<file path="src/rtl/hazard_pkg.sv">
// Shared types and constants for the decode-stage hazard controller.
package hazard_pkg;

   localparam int         PEND_W   = 4;
   localparam logic [4:0] REG_ZERO = 5'd0;

   typedef enum logic [1:0] {
      FWD_RF = 2'b00,
      FWD_W  = 2'b01,
      FWD_M  = 2'b10
   } fwd_sel_t;

   // One-hot register mask; x0 maps to an empty mask so it can never be marked busy.
   function automatic logic [31:0] reg_onehot(input logic [4:0] r);
      logic [31:0] m;
      m = '0;
      if (r != REG_ZERO) m[r] = 1'b1;
      return m;
   endfunction

endpackage

</file>
<file path="src/rtl/hazard_forward.sv">
// Execute-stage operand forwarding select for one source operand (M beats W).
module hazard_forward
   import hazard_pkg::*;
(
   input  logic [4:0] rs_e_i,
   input  logic [4:0] rd_m_i,
   input  logic       reg_write_m_i,
   input  logic [4:0] rd_w_i,
   input  logic       reg_write_w_i,
   output fwd_sel_t   sel_o
);

   always_comb begin
      sel_o = FWD_RF;
      if (reg_write_m_i && (rd_m_i != REG_ZERO) && (rd_m_i == rs_e_i)) begin
         sel_o = FWD_M;
      end else if (reg_write_w_i && (rd_w_i != REG_ZERO) && (rd_w_i == rs_e_i)) begin
         sel_o = FWD_W;
      end
   end

endmodule

</file>
<file path="src/rtl/hazard_scoreboard.sv">
// Decode hazard controller: long-latency write scoreboard, stall/flush control, forwarding.
// Optional performance counters StallCycles/FlushCycles are built when HAZARD_PERF_EN is defined.
module hazard_scoreboard
   import hazard_pkg::*;
#(
   parameter int MAX_PENDING = 4,
   parameter int CNT_W       = 32
)
(
   input  logic              clk,
   input  logic              rst_n,
   input  logic [4:0]        Rs1D,
   input  logic [4:0]        Rs2D,
   input  logic [4:0]        RdD,
   input  logic              RegWriteD,
   input  logic              LongLatD,
   input  logic [4:0]        Rs1E,
   input  logic [4:0]        Rs2E,
   input  logic [4:0]        RdM,
   input  logic              RegWriteM,
   input  logic [4:0]        RdW,
   input  logic              RegWriteW,
   input  logic              LongLatW,
   input  logic              PCSrcE,
   output logic              StallF,
   output logic              StallD,
   output logic              FlushD,
   output logic              FlushE,
   output logic [1:0]        ForwardAE,
   output logic [1:0]        ForwardBE,
   output logic [31:0]       Busy,
   output logic [PEND_W-1:0] PendingCnt
`ifdef HAZARD_PERF_EN
   ,
   output logic [CNT_W-1:0]  StallCycles,
   output logic [CNT_W-1:0]  FlushCycles
`endif
);

   logic [31:0]       busy_q, busy_d;
   logic [PEND_W-1:0] pend_q, pend_d;
   logic              cap_full, haz, issue, retire, retire_eff;
   fwd_sel_t          fwd_a, fwd_b;

   // Hazard is evaluated on registered state only, so a same-cycle retire still stalls.
   assign cap_full   = (pend_q == PEND_W'(MAX_PENDING));
   assign haz        = busy_q[Rs1D] | busy_q[Rs2D] | (RegWriteD & busy_q[RdD])
                     | (LongLatD & cap_full);
   assign issue      = rst_n & ~haz & ~PCSrcE & RegWriteD & LongLatD & (RdD != REG_ZERO);
   assign retire     = RegWriteW & LongLatW & (RdW != REG_ZERO);
   assign retire_eff = retire & (pend_q != '0);

   always_comb begin
      StallF = 1'b0;
      StallD = 1'b0;
      FlushD = 1'b0;
      FlushE = 1'b0;
      if (!rst_n) begin
         FlushD = 1'b1;
         FlushE = 1'b1;
      end else if (PCSrcE) begin
         FlushD = 1'b1;
         FlushE = 1'b1;
      end else if (haz) begin
         StallF = 1'b1;
         StallD = 1'b1;
         FlushE = 1'b1;
      end
   end

   // Clear before set so an issue to the retiring register leaves it busy.
   always_comb begin
      busy_d = busy_q;
      pend_d = pend_q;
      if (retire_eff) busy_d = busy_d & ~reg_onehot(RdW);
      if (issue)      busy_d = busy_d | reg_onehot(RdD);
      case ({issue, retire_eff})
         2'b10:   pend_d = pend_q + PEND_W'(1);
         2'b01:   pend_d = pend_q - PEND_W'(1);
         default: pend_d = pend_q;
      endcase
   end

   always_ff @(posedge clk) begin
      if (!rst_n) begin
         busy_q <= '0;
         pend_q <= '0;
      end else begin
         busy_q <= busy_d;
         pend_q <= pend_d;
      end
   end

   assign Busy       = busy_q;
   assign PendingCnt = pend_q;

   hazard_forward u_fwd_a (
      .rs_e_i        (Rs1E),
      .rd_m_i        (RdM),
      .reg_write_m_i (RegWriteM),
      .rd_w_i        (RdW),
      .reg_write_w_i (RegWriteW),
      .sel_o         (fwd_a)
   );

   hazard_forward u_fwd_b (
      .rs_e_i        (Rs2E),
      .rd_m_i        (RdM),
      .reg_write_m_i (RegWriteM),
      .rd_w_i        (RdW),
      .reg_write_w_i (RegWriteW),
      .sel_o         (fwd_b)
   );

   assign ForwardAE = rst_n ? fwd_a : FWD_RF;
   assign ForwardBE = rst_n ? fwd_b : FWD_RF;

`ifdef HAZARD_PERF_EN
   logic [CNT_W-1:0] stall_cnt_q, flush_cnt_q;

   always_ff @(posedge clk) begin
      if (!rst_n) begin
         stall_cnt_q <= '0;
         flush_cnt_q <= '0;
      end else begin
         if (StallD) stall_cnt_q <= stall_cnt_q + CNT_W'(1);
         if (PCSrcE) flush_cnt_q <= flush_cnt_q + CNT_W'(1);
      end
   end

   assign StallCycles = stall_cnt_q;
   assign FlushCycles = flush_cnt_q;
`else
   logic [CNT_W-1:0] perf_unused;
   assign perf_unused = '0;
`endif

   // A retire with nothing outstanding means the pipeline lost track of an op.
   assert property (@(posedge clk) disable iff (!rst_n) !(retire && (pend_q == '0)))
      else $error("retire with no outstanding long-latency op");
   assert property (@(posedge clk) disable iff (!rst_n)
                    (pend_q <= PEND_W'(MAX_PENDING)) && !busy_q[0])
      else $error("scoreboard count or x0 busy bit out of range");

endmodule

</file>
<file path="config.mk">
export PLATFORM = sky130hd
export DESIGN_NAME = hazard_scoreboard
export DESIGN_NICKNAME = d
export VERILOG_FILES = /design/src/rtl/hazard_pkg.sv /design/src/rtl/hazard_forward.sv /design/src/rtl/hazard_scoreboard.sv
export SDC_FILE = /design/constraint.sdc
export NUM_CORES = 1
export LEC_CHECK = 0
export BUFFER_PORTS_ARGS = -buffer_cell sky130_fd_sc_hd__buf_2
export CAP_MARGIN = 20
export CELL_PAD_IN_SITES_DETAIL_PLACEMENT = 0
export CELL_PAD_IN_SITES_GLOBAL_PLACEMENT = 1
export CORE_MARGIN = 10
export CORE_UTILIZATION = 38
export DETAILED_ROUTE_END_ITERATION = 16
export PLACE_DENSITY = 0.78
export SYNTH_ARGS = -nofsm -noshare
export SYNTH_HDL_FRONTEND = slang
export SYNTH_SLANG_ARGS = --single-unit
export TNS_END_PERCENT = 1
</file>
<file path="constraint.sdc">
create_clock -name clk -period 3.6 [get_ports clk]
set_input_delay 0.18 -clock clk [delete_from_list [all_inputs] [get_ports clk]]
set_output_delay 0.18 -clock clk [all_outputs]
set_load 0.03 [all_outputs]
</file>
==> qor.yml <==
status: "finished clean"
crit_arrival_ps: 3530
tritoncts: "built"
synth_ff_type: "dfxtp_1"
ios: 87
finalSetupTns_ps: 0
die_h_um: 108.3
synth_cell_type_count: 47
final_cells: 533
post-route-period-util: 0.9196
grt.overflow.total: 0
fp.dieArea_mm2: 0.01173
ctsHoldBuffers: 0
crit_start: "Busy[11]"
final_common_cell: "buf_2"
syn_avg_cell_area_um2: 8.350
layout_setup_ws_ps: 289.5
tightestPinTransition_ps: 624.3
synth_top_area_frac: 0.2431
fmax_ghz: 0.3021
rsz0062_at_grt: "false"
viasPerCell: 5.906
rr_endpoint: "PendingCnt[2]"
synth_warnings: 0
die_width_um: 108.3
reg2reg_slack_ps: 290
antenna_cells: 0
cp-endpoint: "PendingCnt[2]"
timing.rr.start: "Busy[11]"
final-setup-viol-count: 0
cap_violations: 0
final_cell_mix: "buf_2, mux2i_1, dfxtp_1"
start_util: 0.3876
insertion_delay_ps: 290
startpoint_type: "flip-flop"
synth_cells: 355
synth_edf_count: 0
cts_htree_levels: 2
cp_max_fo: 5
post_cts_buffers: 0
drc: 0
cts_made_buffers: 5
pre_cts_ws_ps: 105.0
routed_wl_um: 10660
grt_start_max_net_pins: 44
clock_path_buffers: 2
clk_pin_slew_ps: 70
drive_above_1_share: 0.2506
netlist_area_mm2: 0.002964
cts_resized: 0
drt_iter0_drc: 312
ys_async_sr_fraction: 0
dp.cells: 525
ys_seq_area_frac: 0.2431
worstPathRequired_ps: 3820
power.density_mw_per_mm2: 269.1
clock_tree.root_cell: "clkbuf_8"
min_period_ps: 3311
ant_nets: 0
final_nets: 476
vias: 3148
hp-class: "primary input to flip-flop"
clock_skew_ps: 7.269
critical_path_class: "flip-flop to flip-flop"
synth_seq_cells: 36
synth_nets: 401
synth.area.top_cells: "dfxtp_1, mux2i_1, o211ai_1"
slew_headroom: 0.5800
grt_pass1_vias: 3086
synth_largest_area_cell: "dfxtp_1"
drv_slew: 0
p_leak_uw: 0.001472
antenna_found_initial: 0
io_buffers: 86
core-area_mm2: 0.007647
reg2reg_depth: 14
fp-row-count: 32
hold_viol: 0
ir_worst_vdd_mv: 0.1199
grt_usage: 0.1776
endpoint_kind: "flip-flop"
grt_pass1_wl_um: 16860
syn2layout_area_growth_pct: 19.84
gp_congestion: 0.8831
detail_route.first_pass.iterations: 4
cts_sinks: 36
post-dp-hpwl_um: 8377
wl_per_cell_um: 20.01
cell usage after synthesis (4+ instances only):
master and count:
mux2i_1 47, dfxtp_1 36, o211ai_1 31, o31ai_1 30, nand2_1 25, nand3_1 21
clkbuf_1 16, xor2_1 15, nand3b_1 11, nor2_1 11, a21oi_1 9, xnor2_1 9
a22oi_1 8, nor2b_1 8, and2_1 7, nand2b_1 7, o21ai_0 7, nor3_1 6
buf_2 5, nor4_1 5, buf_6 4
metal layers:
layer | vias to the layer above | wire length, µm | global-route usage
li1 | 1511 | - | -
met1 | 1493 | 4590 | 0.2143
met2 | 124 | 4931 | 0.2996
met3 | 20 | 890 | 0.04105
met4 | 0 | 251 | 0.06780
met5 | - | 0 | 0
cells by family after synthesis:
group	count (synthesis)	share of synthesized area
compound gates	101	0.2512
xor+xnor	24	0.07092
fa+ha+maj	3	0.01266
buf+inv	28	0.04897
flops	36	0.2431
mux	49	0.1676
simple gates	114	0.2056
worst max-delay path: stages, from the launching register on:
cell      delay, ps
dfxtp_1         370
mux2_1          310
and3_1          160
o21ai_1         120
o311ai_1        110
o32ai_2         340
nand2_2          90
or3_1           420
ha_1            260
xor2_1          160
ha_1            190
a21oi_1         140
xor2_1          100
or3_1           310
a21boi_0        160
worst min-delay path by stage:
stage | depth (start not counted) | to | from | slack [ps]
floorplan | 3 | Busy[8] | RdD[4] | 440
global placement | 2 | Busy[9] | Busy[9] | 560
detailed placement | 2 | Busy[25] | Busy[25] | 560
CTS | 2 | Busy[8] | RdD[1] | 300
global route | 2 | Busy[8] | RdD[1] | 360
finish | 2 | Busy[8] | RdD[1] | 310
state kept, by name, summed over array words and instances, names as in the netlist:
signal      cells
Busy           32
PendingCnt      4
area by class of cell:
| class | instances | area, µm² |
|---|---|---|
| timing repair buffer | 94 | 490.5 |
| clock buffer | 6 | 72.57 |
| inverter | 2 | 7.507 |
| multi-input combinational | 291 | 2098 |
| clock inverter | 2 | 35.03 |
| sequential | 36 | 720.7 |
| tap | 102 | 127.6 |
| fill | 781 | 4095 |
metrics by stage:
step,total power [µW],hold WS (ps),cell area (µm²),util
floorplan,553.2,441.8,2964,-
global placement,606.0,559.8,3445,0.4504
detailed placement,606.8,564.3,3445,0.4504
CTS,956.6,300.6,3552,0.4645
global route,992.0,361.6,3552,0.4645
finish,956.1,313.3,3552,0.4645
power by group:
group | total (µW) | internal, µW | switching (µW) | leakage [µW]
Combinational | 198 | 72.3 | 126 | 0.00113
Clock | 357 | 206 | 151 | 0.0000552
Sequential | 401 | 399 | 2.24 | 0.000290
Total | 956 | 677 | 279 | 0.00147
(Power assumes the default switching activity.)
